==> src/rtl/uart_rx_oversampled.sv <==
`default_nettype none
// +--------------------------------------------------------------------------+
// | Module   : uart_rx_oversampled                                           |
// | Purpose  : Oversampling UART receiver with runtime baud divisor,         |
// |            DATA_BITS data bits (LSB first), optional even/odd parity,    |
// |            one or two stop bits, and a one-entry valid/ready output      |
// |            buffer with sticky overrun and per-frame error flags.         |
// | Ports    : src_clk, rst (sync, active-high)                              |
// |            DataIn      - async serial line, idle high                    |
// |            baud_div    - src_clk cycles per oversample tick minus 1      |
// |            parity_en / parity_odd / two_stop - frame format              |
// |            data_ready  - consumer accepts data_out                       |
// |            overrun_clr - clears the sticky overrun flag                  |
// |            data_out / data_valid / parity_err / frame_err - frame buffer |
// |            overrun     - sticky, a frame was dropped on a full buffer    |
// |            busy        - receiver is not idle                            |
// | Revision : 1.0 - initial release                                         |
// +--------------------------------------------------------------------------+
module uart_rx_oversampled #(
    parameter int DATA_BITS  = 8,
    parameter int OVERSAMPLE = 16,
    parameter int DIV_WIDTH  = 16
) (
    input  logic                 src_clk,
    input  logic                 rst,
    input  logic                 DataIn,
    input  logic [DIV_WIDTH-1:0] baud_div,
    input  logic                 parity_en,
    input  logic                 parity_odd,
    input  logic                 two_stop,
    input  logic                 data_ready,
    input  logic                 overrun_clr,
    output logic [DATA_BITS-1:0] data_out,
    output logic                 data_valid,
    output logic                 parity_err,
    output logic                 frame_err,
    output logic                 overrun,
    output logic                 busy
);

    localparam int c_OS_W  = $clog2(OVERSAMPLE);
    localparam int c_BIT_W = $clog2(DATA_BITS);

    // Tick index (counted from 0) on which a bit is sampled.
    localparam logic [c_OS_W-1:0]  c_HALF_LAST = c_OS_W'(OVERSAMPLE / 2 - 1);
    localparam logic [c_OS_W-1:0]  c_FULL_LAST = c_OS_W'(OVERSAMPLE - 1);
    localparam logic [c_BIT_W-1:0] c_BITS_LAST = c_BIT_W'(DATA_BITS - 1);

    localparam logic [2:0] c_ST_IDLE   = 3'd0;
    localparam logic [2:0] c_ST_START  = 3'd1;
    localparam logic [2:0] c_ST_DATA   = 3'd2;
    localparam logic [2:0] c_ST_PARITY = 3'd3;
    localparam logic [2:0] c_ST_STOP1  = 3'd4;
    localparam logic [2:0] c_ST_STOP2  = 3'd5;
    localparam logic [2:0] c_ST_COMMIT = 3'd6;
    localparam logic [2:0] c_ST_BREAK  = 3'd7;

    // Registers
    logic                 r_sync1, r_sync2;
    logic [2:0]           r_state;
    logic [DIV_WIDTH-1:0] r_div_cnt;
    logic [c_OS_W-1:0]    r_os_cnt;
    logic [c_BIT_W-1:0]   r_bit_cnt;
    logic [DATA_BITS-1:0] r_shift;
    logic                 r_par_en, r_par_odd, r_two_stop;
    logic                 r_perr_acc, r_ferr_acc;
    logic [DATA_BITS-1:0] r_data_out;
    logic                 r_data_valid, r_parity_err, r_frame_err, r_overrun;

    // Next-state values
    logic [2:0]           w_state_nxt;
    logic [DIV_WIDTH-1:0] w_div_cnt_nxt;
    logic [c_OS_W-1:0]    w_os_cnt_nxt;
    logic [c_BIT_W-1:0]   w_bit_cnt_nxt;
    logic [DATA_BITS-1:0] w_shift_nxt;
    logic                 w_par_en_nxt, w_par_odd_nxt, w_two_stop_nxt;
    logic                 w_perr_acc_nxt, w_ferr_acc_nxt;
    logic [DATA_BITS-1:0] w_data_out_nxt;
    logic                 w_data_valid_nxt, w_parity_err_nxt, w_frame_err_nxt, w_overrun_nxt;

    // Timing and FSM decode
    logic                 w_rx_s;
    logic                 w_tick;
    logic [c_OS_W-1:0]    w_os_last;
    logic                 w_sample;
    logic                 w_counting, w_start_det, w_commit;
    logic                 w_shift_en, w_par_smp, w_stop1_smp, w_stop2_smp, w_busy;
    logic                 w_load, w_drop;

    assign w_rx_s    = r_sync2;
    assign w_tick    = (r_div_cnt == baud_div);
    // START samples at mid-bit; after that every sample is one full bit apart,
    // so the tick counter restarts from 0 at every sample point.
    assign w_os_last = (r_state == c_ST_START) ? c_HALF_LAST : c_FULL_LAST;
    assign w_sample  = w_tick && (r_os_cnt == w_os_last);

    // ---------------- FSM: state register ----------------
    always_ff @(posedge src_clk) begin
        if (rst) begin
            r_state <= c_ST_IDLE;
        end else begin
            r_state <= w_state_nxt;
        end
    end

    // ---------------- FSM: next-state logic ----------------
    always_comb begin
        w_state_nxt = r_state;
        case (r_state)
            c_ST_IDLE:   if (!w_rx_s) w_state_nxt = c_ST_START;
            c_ST_START:  if (w_sample) w_state_nxt = w_rx_s ? c_ST_IDLE : c_ST_DATA;
            c_ST_DATA:   if (w_sample && (r_bit_cnt == c_BITS_LAST))
                             w_state_nxt = r_par_en ? c_ST_PARITY : c_ST_STOP1;
            c_ST_PARITY: if (w_sample) w_state_nxt = c_ST_STOP1;
            c_ST_STOP1:  if (w_sample) w_state_nxt = r_two_stop ? c_ST_STOP2 : c_ST_COMMIT;
            c_ST_STOP2:  if (w_sample) w_state_nxt = c_ST_COMMIT;
            // A low line after a framing error is a break: park until it rises
            // so a held-low line cannot be re-read as a stream of frames.
            c_ST_COMMIT: w_state_nxt = (r_ferr_acc && !w_rx_s) ? c_ST_BREAK : c_ST_IDLE;
            c_ST_BREAK:  if (w_rx_s) w_state_nxt = c_ST_IDLE;
            default:     w_state_nxt = c_ST_IDLE;
        endcase
    end

    // ---------------- FSM: output decode ----------------
    always_comb begin
        w_counting  = 1'b0;
        w_start_det = 1'b0;
        w_commit    = 1'b0;
        w_shift_en  = 1'b0;
        w_par_smp   = 1'b0;
        w_stop1_smp = 1'b0;
        w_stop2_smp = 1'b0;
        w_busy      = 1'b1;
        case (r_state)
            c_ST_IDLE: begin
                w_busy      = 1'b0;
                w_start_det = ~w_rx_s;
            end
            c_ST_START:  w_counting = 1'b1;
            c_ST_DATA: begin
                w_counting = 1'b1;
                w_shift_en = w_sample;
            end
            c_ST_PARITY: begin
                w_counting = 1'b1;
                w_par_smp  = w_sample;
            end
            c_ST_STOP1: begin
                w_counting  = 1'b1;
                w_stop1_smp = w_sample;
            end
            c_ST_STOP2: begin
                w_counting  = 1'b1;
                w_stop2_smp = w_sample;
            end
            c_ST_COMMIT: w_commit = 1'b1;
            default: ;
        endcase
    end

    assign busy = w_busy;

    // ---------------- Datapath next-state ----------------
    always_comb begin
        // Baud/oversample counters run only while a frame is being timed;
        // holding them at zero otherwise aligns the first tick to start detect.
        w_div_cnt_nxt = '0;
        w_os_cnt_nxt  = '0;
        if (w_counting) begin
            w_div_cnt_nxt = w_tick ? '0 : r_div_cnt + DIV_WIDTH'(1);
            if (w_sample) begin
                w_os_cnt_nxt = '0;
            end else if (w_tick) begin
                w_os_cnt_nxt = r_os_cnt + c_OS_W'(1);
            end else begin
                w_os_cnt_nxt = r_os_cnt;
            end
        end

        w_bit_cnt_nxt  = r_bit_cnt;
        w_shift_nxt    = r_shift;
        w_par_en_nxt   = r_par_en;
        w_par_odd_nxt  = r_par_odd;
        w_two_stop_nxt = r_two_stop;
        w_perr_acc_nxt = r_perr_acc;
        w_ferr_acc_nxt = r_ferr_acc;

        if (w_start_det) begin
            w_bit_cnt_nxt  = '0;
            w_par_en_nxt   = parity_en;
            w_par_odd_nxt  = parity_odd;
            w_two_stop_nxt = two_stop;
            w_perr_acc_nxt = 1'b0;
            w_ferr_acc_nxt = 1'b0;
        end
        if (w_shift_en) begin
            w_shift_nxt   = {w_rx_s, r_shift[DATA_BITS-1:1]};
            w_bit_cnt_nxt = r_bit_cnt + c_BIT_W'(1);
        end
        if (w_par_smp) begin
            w_perr_acc_nxt = ((^r_shift) ^ w_rx_s) != r_par_odd;
        end
        if (w_stop1_smp) begin
            w_ferr_acc_nxt = ~w_rx_s;
        end
        if (w_stop2_smp) begin
            w_ferr_acc_nxt = r_ferr_acc | ~w_rx_s;
        end

        // One-entry output buffer: a commit may refill it in the same cycle the
        // consumer drains it; otherwise a commit into a full buffer is dropped.
        w_load = w_commit && (!r_data_valid || data_ready);
        w_drop = w_commit && r_data_valid && !data_ready;

        w_data_out_nxt   = r_data_out;
        w_parity_err_nxt = r_parity_err;
        w_frame_err_nxt  = r_frame_err;
        w_data_valid_nxt = r_data_valid;
        if (w_load) begin
            w_data_out_nxt   = r_shift;
            w_parity_err_nxt = r_perr_acc;
            w_frame_err_nxt  = r_ferr_acc;
            w_data_valid_nxt = 1'b1;
        end else if (r_data_valid && data_ready) begin
            w_data_valid_nxt = 1'b0;
        end

        // Set has priority over clear.
        if (w_drop) begin
            w_overrun_nxt = 1'b1;
        end else if (overrun_clr) begin
            w_overrun_nxt = 1'b0;
        end else begin
            w_overrun_nxt = r_overrun;
        end
    end

    // ---------------- Datapath registers ----------------
    always_ff @(posedge src_clk) begin
        if (rst) begin
            r_sync1      <= 1'b1;
            r_sync2      <= 1'b1;
            r_div_cnt    <= '0;
            r_os_cnt     <= '0;
            r_bit_cnt    <= '0;
            r_shift      <= '0;
            r_par_en     <= 1'b0;
            r_par_odd    <= 1'b0;
            r_two_stop   <= 1'b0;
            r_perr_acc   <= 1'b0;
            r_ferr_acc   <= 1'b0;
            r_data_out   <= '0;
            r_data_valid <= 1'b0;
            r_parity_err <= 1'b0;
            r_frame_err  <= 1'b0;
            r_overrun    <= 1'b0;
        end else begin
            r_sync1      <= DataIn;
            r_sync2      <= r_sync1;
            r_div_cnt    <= w_div_cnt_nxt;
            r_os_cnt     <= w_os_cnt_nxt;
            r_bit_cnt    <= w_bit_cnt_nxt;
            r_shift      <= w_shift_nxt;
            r_par_en     <= w_par_en_nxt;
            r_par_odd    <= w_par_odd_nxt;
            r_two_stop   <= w_two_stop_nxt;
            r_perr_acc   <= w_perr_acc_nxt;
            r_ferr_acc   <= w_ferr_acc_nxt;
            r_data_out   <= w_data_out_nxt;
            r_data_valid <= w_data_valid_nxt;
            r_parity_err <= w_parity_err_nxt;
            r_frame_err  <= w_frame_err_nxt;
            r_overrun    <= w_overrun_nxt;
        end
    end

    assign data_out   = r_data_out;
    assign data_valid = r_data_valid;
    assign parity_err = r_parity_err;
    assign frame_err  = r_frame_err;
    assign overrun    = r_overrun;

endmodule

`default_nettype wire

==> config.mk <==
export PLATFORM = sky130hd
export DESIGN_NAME = uart_rx_oversampled
export DESIGN_NICKNAME = d
export VERILOG_FILES = /design/src/rtl/uart_rx_oversampled.sv
export SDC_FILE = /design/constraint.sdc
export NUM_CORES = 1
export LEC_CHECK = 0
export ABC_AREA = 0
export CELL_PAD_IN_SITES_DETAIL_PLACEMENT = 2
export CELL_PAD_IN_SITES_GLOBAL_PLACEMENT = 2
export CORE_AREA = 3 3 98 100
export CTS_CLUSTER_DIAMETER = 50
export CTS_CLUSTER_SIZE = 28
export DETAILED_ROUTE_END_ITERATION = 8
export DIE_AREA = 0 0 101 103
export GPL_TIMING_DRIVEN = 0
export PLACE_DENSITY_LB_ADDON = 0.1
export SYNTH_ARGS = -nofsm -noshare
export SYNTH_HDL_FRONTEND = slang
export SYNTH_SLANG_ARGS = --single-unit
export TNS_END_PERCENT = 100
==> constraint.sdc <==
create_clock -name src_clk -period 1.9 [get_ports src_clk]
set_clock_uncertainty 0.15 [all_clocks]
set_input_delay 0.285 -clock src_clk [delete_from_list [all_inputs] [get_ports src_clk]]
set_output_delay 0.285 -clock src_clk [all_outputs]
set_load 0.005 [all_outputs]
==> results of run 1 <==
-- cells by family (layout without fill, tap and decap cells) --
family,count (synthesis),in the layout,synth area share
compound gates,25,25,0.0609
xor+xnor,41,41,0.142
fa+ha+maj,4,4,0.0198
flops,53,53,0.420
simple gates,116,116,0.227
mux,25,25,0.0995
buf+inv,19,69,0.0312
-- per-stage QoR --
stage	instances	hold slack, ns	setup slack, ns	TNS, ns	instance area (um^2)
after floorplan	283	0.239	-0.00165	-0.00165	2540
after global placement	426	0.246	-0.813	-25.66	3030
after detailed placement	426	0.253	-0.875	-26.65	3030
after CTS	436	0.305	-0.245	-3.17	3200
after global routing	441	0.306	-0.334	-5.25	3360
final	441	0.292	-0.190	-2.17	3360
-- synthesized netlist by cell type, types with 4 or more instances --
| cell type | n | share of area |
|---|---|---|
| ha_1 | 4 | 0.020 |
| or2_2 | 4 | 0.0099 |
| nand4_1 | 11 | 0.027 |
| nand3b_1 | 4 | 0.012 |
| nor2b_1 | 5 | 0.012 |
| mux2i_1 | 24 | 0.095 |
| a21oi_1 | 11 | 0.022 |
| o21ai_0 | 4 | 0.0079 |
| xnor2_1 | 29 | 0.10 |
| clkbuf_1 | 11 | 0.016 |
| nand2_1 | 14 | 0.021 |
| nand3_1 | 10 | 0.020 |
| xor2_1 | 12 | 0.042 |
| nor2_1 | 50 | 0.074 |
| dfxtp_1 | 53 | 0.42 |
-- power by group through the flow --
stage | sequential (mW) | combinational, mW | clock [mW]
after floorplan | 1.16 | 0.164 | 0
after global placement | 1.17 | 0.281 | 0
after detailed placement | 1.17 | 0.286 | 0
after CTS | 1.14 | 0.292 | 0.691
after global routing | 1.14 | 0.362 | 0.744
final | 1.14 | 0.329 | 0.662
-- how the worst max path moves through the flow --
stage                        startpoint             to  slack, ns  cells past startpoint
after floorplan           r_div_cnt[11]     r_state[2]     -0.002                      8
after CTS                 r_div_cnt[14]     r_shift[2]      -0.24                      8
after global routing      r_div_cnt[11]     r_shift[4]      -0.33                      8
final                      r_div_cnt[3]    r_os_cnt[3]      -0.19                      8
after detailed placement   baud_div[11]   r_div_cnt[8]      -0.87                      8
after global placement     baud_div[13]  r_div_cnt[11]      -0.81                      8
-- routing by layer --
metal / wire length, um / track usage / up-vias
met1: 3370 / 0.181 / 1025
met4: 57 / 0.0307 / 0
met2: 3320 / 0.237 / 17
met3: 106 / 0.0244 / 5
met5: 0 / 0 / -
li1: - / - / 1057
-- registers in the layout, indices dropped and copies added (netlist names), 3 cells and up --
register and flops:
data_out 8, r_bit_cnt 3, r_div_cnt 16, r_os_cnt 4, r_shift 8, r_state 3
-- cell type report --
class                   instances  area (um^2)
clock buffers                   5         68.8
inverters                       3         11.3
flip-flops and latches         53         1090
clock inverters                 3         22.5
well taps                     108          135
plain buffers                  13         73.8
multi-input cells             211         1520
fillers                       992         5410
repair buffers                 45          430
-- what timing repair did --
item                       4_1_cts  5_1_grt
gates cloned                     1        0
pin swaps                       14       13
hold buffers                     0        0
buffers inserted                 2        7
resized for setup               45       27
setup endpoints to repair       46       33
==> run metrics, run 1 <==
I/O Buffers=35; Seq/Total Area, Yosys=0.420; slew margin rel.=0.626; first-pass GRT wire length=11400 um; Design Power=2.13 mW; Psw=0.600 mW; most frequent cells in the layout=50 x nor2_1, 36 x dfxtp_1, 24 x mux2i_1, 23 x xnor2_1, 18 x clkdlybuf4s50_1; RSZ-0062 raised after global routing=true; failing checks=setup timing; Worst Setup End Kind=flip-flop; H-tree levels=2; slowest stage cell, crit path=or4_4; die span in x=101 um; EDFF count, synth=0; die height=103 um; Reg2Reg Depth=8; final hold violation count=0; Yosys reg bits=53; GRT Util Overall=0.138; final worst path period share=1.10; fin crit period=2.09 ns; 1st-pass router iterations=4; DR iter-0 viols=76; Net Sw Frac=0.282; drt wl/cell=15.5 um; Syn Std Cell Area=0.00253 mm^2; Worst R2R End=r_os_cnt[3]; reg2reg setup slack=-0.19 ns; Buf/Inv on CP=2; worst hold path type=reg2reg; Yosys Warn Count=0; diode count=0; worst hold endpoint=r_sync2; Die ar.=0.0104 mm^2; syn nets=311; clock-pin transition on the worst setup and hold timing paths=0.10 ns; share of layout cells above drive strength 1=0.213; CP Max Fanout=6; io pins=37; CTS root buf=clkbuf_8; dpl hpwl=5000 um; hold path depth=1; vias post-DR=2104; worst setup margin=-0.190 ns; biggest cell delay along the critical path=0.42 ns; Top Family by Delay on Critical Path=simple AND/OR/NAND/NOR gates; total CTS buffers=5; Initial Util=0.289; CP cell instances=xnor2_2 -> nand4_1 -> nor4_4 -> buf_6 -> buf_4 -> nand2_2 -> or4_4 -> a21oi_2; row cnt=34; pin count of the biggest net entering global routing=18; critical path required time=1.99 ns; commonest non-fill, non-tap cell in the layout=nor2_1; Max Cap Viol=0; Layout Area Growth over Synthesis=32.8%; actual slew at the worst max-slew pin=0.561 ns; Sink Count=53; Power Dens Cells=633 mW/mm^2; launching element type of the critical path=flip-flop; status=finished with violations; Clock power frac=0.311; initial antenna violation count=0; crit path kind=reg2reg; Synth async-reset ratio=0; VDD IR-drop max=0.424 mV; CTS tree=yes; CP arrival=2.18 ns; grt total ovfl=0; Vias/cell=4.77; final design utilization=0.383; Pint=1.53 mW; library cells used by synthesis=39; Nets=360; final max-slew violation count=0; Post-Synthesis Cells=283; gp weighted congestion=0.752; Final ANT Viol Nets=0; sequential share of power=0.534; final setup fails=15; vias in the first global route=2310; Most used DFF post-synth=dfxtp_1; Max Root-Sink Buffers=2; Avg Cell Area, Syn=8.94 um^2; final wirelength=6850 um; Hold Crit Start=r_sync1; RR Startpoint=r_div_cnt[3]; combinational cell fraction of total power=0.155; clock latency on the worst-skew pair=0.31 ns; # DRC=0; core area=0.00876 mm^2; Achievable Freq=0.479 GHz; Static Leak=1.26 nW
No activity file was read; power rests on OpenSTA's default activity.
==> run 2, diff against run 1 <==
--- a/config.mk
+++ b/config.mk
@@ -15,6 +15,7 @@
 export DIE_AREA = 0 0 101 103
 export GPL_TIMING_DRIVEN = 0
 export PLACE_DENSITY_LB_ADDON = 0.1
+export REMOVE_ABC_BUFFERS = 1
 export SYNTH_ARGS = -nofsm -noshare
 export SYNTH_HDL_FRONTEND = slang
 export SYNTH_SLANG_ARGS = --single-unit
==> run 2 against run 1 <==
Compared with the run above: the run still ends with setup timing left; combinational power fell by 12%; design area rose by 3.3%; wire length rose by 4.0%; first-iteration DRC count fell by 62%; hold slack got worse by 0.020 ns; critical path depth rose by 2; die area did not move; clock power rose by 0.6%; sequential cell count did not move; sequential share of layout area fell by 0.56 points; via count rose by 3.3%; clock-buffer cell count did not move; critical endpoint is now r_shift[6].
==> run metrics, run 2 (synthesis results as in run 1) <==
status=finished with violations; failing checks=setup timing; drt wl/cell=15.8 um; H-tree levels=2; Max Root-Sink Buffers=2; pin count of the biggest net entering global routing=38; CTS tree=yes; most frequent cells in the layout=50 x nor2_1, 35 x dfxtp_1, 25 x buf_4, 24 x mux2i_1; hold_buf cts=0; CP cell instances=xnor2_2 -> nand4_1 -> nor4_4 -> buf_6 -> buf_6 -> nand4_1 -> buf_6 -> buf_12 -> mux2i_1 -> nor2_1; I/O Buffers=36; dpl hpwl=4610 um; RR Startpoint=r_div_cnt[5]; Nets=369; Buf/Inv on CP=4; Final ANT Viol Nets=0; grt total ovfl=0; worst hold path type=reg2reg; worst hold endpoint=r_sync2; Achievable Freq=0.456 GHz; sequential share of power=0.548; slew margin rel.=0.490; 1st-pass router iterations=4; crit path kind=reg2reg; fin crit period=2.19 ns; row cnt=34; Vias/cell=4.83; Biggest register=r_div_cnt; Initial Util=0.289; final max-slew violation count=0; Power Dens Cells=608 mW/mm^2; reg2reg setup slack=-0.29 ns; share of layout cells above drive strength 1=0.246; final setup fails=17; diode count=0; biggest cell delay along the critical path=0.38 ns; final hold violation count=0; vias in the first global route=2275; gp weighted congestion=0.693; final wirelength=7120 um; Worst R2R End=r_shift[6]; Design Power=2.11 mW; max FFs per register=16; first-pass GRT wire length=11300 um; Area after DPL=0.00297 mm^2; most frequent CP cell=buf_6; hold path depth=1; GRT Util Overall=0.139; clock latency on the worst-skew pair=0.31 ns; CP arrival=2.23 ns; Worst Setup End Kind=flip-flop; critical path required time=1.93 ns; Clock power frac=0.316; total CTS buffers=5; RSZ-0062 raised after global routing=true; Psw=0.585 mW; initial antenna violation count=0; vias post-DR=2174; Top Family by Delay on Critical Path=simple AND/OR/NAND/NOR gates; # DRC=0; VDD IR-drop max=0.262 mV; CP Max Fanout=5; CTS root buf=clkbuf_8; Max Cap Viol=0; Layout Area Growth over Synthesis=37.1%; worst setup margin=-0.293 ns; clock-pin transition on the worst setup and hold timing paths=0.11 ns; post-route cell area=0.00347 mm^2; final worst path period share=1.15; Die ar.=0.0104 mm^2; io pins=37; Hold Crit Start=r_sync1; Hold Slack=0.271 ns; DR iter-0 viols=29; Reg2Reg Depth=10; die height=103 um; Net Sw Frac=0.278; combinational cell fraction of total power=0.136; Sink Count=53; actual slew at the worst max-slew pin=0.766 ns; core area=0.00876 mm^2; die span in x=101 um; Pint=1.52 mW; launching element type of the critical path=flip-flop; dpl ws=-1.88 ns; slowest stage cell, crit path=dfxtp_4; Static Leak=1.33 nW; commonest non-fill, non-tap cell in the layout=nor2_1
[run 2: how the worst max path moves through the flow]
stage | startpoint | to | slack [ns] | cells after the start
after floorplan | r_div_cnt[3] | r_bit_cnt[0] | -0.71 | 6
after CTS | r_div_cnt[3] | r_shift[6] | -0.18 | 10
after global routing | r_div_cnt[5] | r_shift[5] | -0.45 | 10
after detailed placement | baud_div[7] | r_bit_cnt[0] | -1.88 | 7
after global placement | baud_div[4] | r_bit_cnt[0] | -1.83 | 7
final | r_div_cnt[5] | r_shift[6] | -0.29 | 10
[run 2: power groups by stage]
stage / logic [mW] / clock network (mW) / registers, mW
after CTS: 0.253 / 0.708 / 1.16
after global placement: 0.241 / 0 / 1.19
after global routing: 0.323 / 0.736 / 1.16
final: 0.288 / 0.666 / 1.15
after detailed placement: 0.247 / 0 / 1.19
after floorplan: 0.133 / 0 / 1.17
[run 2: final cells by class]
type | instances | area, um^2
Clock buffer | 5 | 68.8
Multi-Input combinational cell | 212 | 1520
Timing Repair Buffer | 66 | 607
Clock inverter | 3 | 21.3
Inverter | 3 | 11.3
Sequential cell | 53 | 1110
Fill cell | 986 | 5300
Tap cell | 108 | 135
[run 2: per-stage QoR]
| step | std cells | TNS, ns | utilization |
|---|---|---|---|
| finish | 450 | -3.56 | 0.396 |
| global route | 450 | -6.62 | 0.396 |
| CTS | 439 | -1.64 | 0.378 |
| detailed placement | 412 | -49.71 | 0.339 |
| global placement | 411 | -58.70 | 0.337 |
| floorplan | 267 | -12.69 | - |
[run 2: repair_timing]
item                                    in CTS  in global routing
pin swaps                                   22                 10
resized for setup                           52                 16
setup buffers                               19                 11
endpoints found under the setup margin      51                 34
hold endpoints to repair                     0                  0
gates cloned                                 0                  1
[run 2: routing by layer]
metal / share of wire / GRT usage / vias up
met5: 0 / 0 / -
met3: 0.018 / 0.0244 / 6
met4: 0.0091 / 0.0389 / 0
met2: 0.49 / 0.234 / 19
met1: 0.48 / 0.183 / 1079
li1: - / - / 1070
==> run 3, diff against run 2 <==
--- a/config.mk
+++ b/config.mk
@@ -19,4 +19,4 @@
 export SYNTH_ARGS = -nofsm -noshare
 export SYNTH_HDL_FRONTEND = slang
 export SYNTH_SLANG_ARGS = --single-unit
-export TNS_END_PERCENT = 100
+export TNS_END_PERCENT = 1
==> run 3 against run 2 <==
Compared with the run above: the run still ends with setup timing left; critical path depth is the same; combinational power is 7.6% lower; cell count fell by 2.0%; maximum frequency increased by 0.57%; via count down 2.2%; sequential power barely moved; clock power hardly changed; die area is the same; sequential cell count unchanged; design area down 2.4%; highest routed layer unchanged.
==> run metrics, run 3 (synthesis results as in run 1) <==
setup tns final=-3.45 ns; Vias/cell=4.82; I/O Buffers=36; hold_buf cts=0; CP arrival=2.22 ns; critical path required time=1.94 ns; Biggest register=r_div_cnt; Max Cap Viol=0; CTS tree=yes; fin crit period=2.18 ns; most frequent cells in the layout=50 x nor2_1, 35 x dfxtp_1, 24 x mux2i_1, 20 x xnor2_1, 20 x clkdlybuf4s50_1; final max-slew violation count=0; final worst path period share=1.15; Placed Instances=412; diode count=0; actual slew at the worst max-slew pin=0.759 ns; CTS root buf=clkbuf_8; Buf/Inv on CP=4; biggest cell delay along the critical path=0.38 ns; final wirelength=6940 um; Initial Util=0.289; dpl hpwl=4610 um; io pins=37; Worst Setup End Kind=flip-flop; Die ar.=0.0104 mm^2; commonest non-fill, non-tap cell in the layout=nor2_1; Achievable Freq=0.459 GHz; die span in x=101 um; final cell count without fillers=441; slowest stage cell, crit path=dfxtp_4; most frequent CP cell=buf_6; clock-pin transition on the worst setup and hold timing paths=0.11 ns; fill cell count=981; status=finished with violations; row cnt=34; first-pass GRT wire length=11300 um; vias post-DR=2127; pin count of the biggest net entering global routing=38; crit path kind=reg2reg; # DRC=0; vias in the first global route=2249; launching element type of the critical path=flip-flop; slew margin rel.=0.494; grt total ovfl=0; Nets=360; 1st-pass router iterations=4; Max Root-Sink Buffers=2; Power Dens Cells=616 mW/mm^2; gp weighted congestion=0.693; VDD IR-drop max=0.260 mV; core area=0.00876 mm^2; final setup fails=20; worst hold path type=reg2reg; DR iter-0 viols=25; CP cell instances=xnor2_2 -> nand4_1 -> nor4_4 -> buf_6 -> buf_6 -> nand4_1 -> buf_6 -> buf_12 -> mux2i_1 -> nor2_1; max FFs per register=16; clock latency on the worst-skew pair=0.31 ns; final hold violation count=0; Static Leak=1.28 nW; total CTS buffers=5; post-route cell area=0.00338 mm^2; Area after DPL=0.00297 mm^2; share of layout cells above drive strength 1=0.219; H-tree levels=2; Sink Count=53; GRT Util Overall=0.138; RSZ-0062 raised after global routing=true; drt wl/cell=15.7 um; CP Max Fanout=5; failing checks=setup timing; Final ANT Viol Nets=0; Top Family by Delay on Critical Path=simple AND/OR/NAND/NOR gates; die height=103 um; initial antenna violation count=0; Layout Area Growth over Synthesis=33.8%; worst setup margin=-0.281 ns
-- run 3: changes by cell type in the layout (fill, tap and decap cells not counted), sizes merged --
| cell | change |
|---|---|
| buf | -8 |
| or2 | -1 |
-- run 3: worst paths after layout --
kind                            slack [ns]    startpoint  cells after the start          to
worst max-delay path                 -0.28  r_div_cnt[5]                     10  r_shift[6]
worst min-delay path                  0.27       r_sync1                      1     r_sync2
worst max register to register       -0.28  r_div_cnt[5]                     10  r_shift[6]
worst min register to register        0.27       r_sync1                      1     r_sync2
-- run 3: through the flow --
| step | setup WS, ns | utilization | hold WS, ns | power (mW) |
|---|---|---|---|---|
| global placement | -1.83 | 0.337 | 0.250 | 1.43 |
| global route | -0.454 | 0.386 | 0.311 | 2.19 |
| floorplan | -0.706 | - | 0.204 | 1.31 |
| finish | -0.281 | 0.386 | 0.272 | 2.09 |
| CTS | -0.179 | 0.374 | 0.275 | 2.12 |
| detailed placement | -1.88 | 0.339 | 0.255 | 1.44 |
-- run 3: worst register-to-register path: stages, from the launching register on --
cell and delay (ns):
dfxtp_4 0.38, xnor2_2 0.13, nand4_1 0.21, nor4_4 0.32, buf_6 0.16, buf_6 0.10
nand4_1 0.12, buf_6 0.19, buf_12 0.12, mux2i_1 0.13, nor2_1 0.05
-- run 3: power breakdown --
group,leakage (nW),internal [mW],switching (mW),total (mW)
Clock,0.0445,0.263,0.402,0.665
Sequential,0.440,1.12,0.0347,1.15
Combinational,0.799,0.127,0.139,0.266
-- run 3: what timing repair did --
| action | CTS | global route |
|---|---|---|
| pin swaps | 20 | 9 |
| gates resized for setup | 51 | 14 |
| setup buffers | 14 | 7 |
| endpoints found under the setup margin | 51 | 34 |
-- run 3: metal layers --
layer  up-vias  global-route usage  wire length [um]
li1       1051                   -                 -
met1      1052               0.181              3300
met2        18               0.236              3420
met3         6              0.0217               134
met4         0              0.0368                78
met5         -                   0                 0
-- run 3: area by class of cell --
class	instances	area, um^2	area share
clock buffers	5	68.8	0.0203
clock inverters	3	21.3	0.00629
inverters	3	11.3	0.00333
multi-input cells	211	1490	0.440
flip-flops and latches	53	1110	0.328
well taps	108	135	0.0399
repair buffers	58	551	0.163
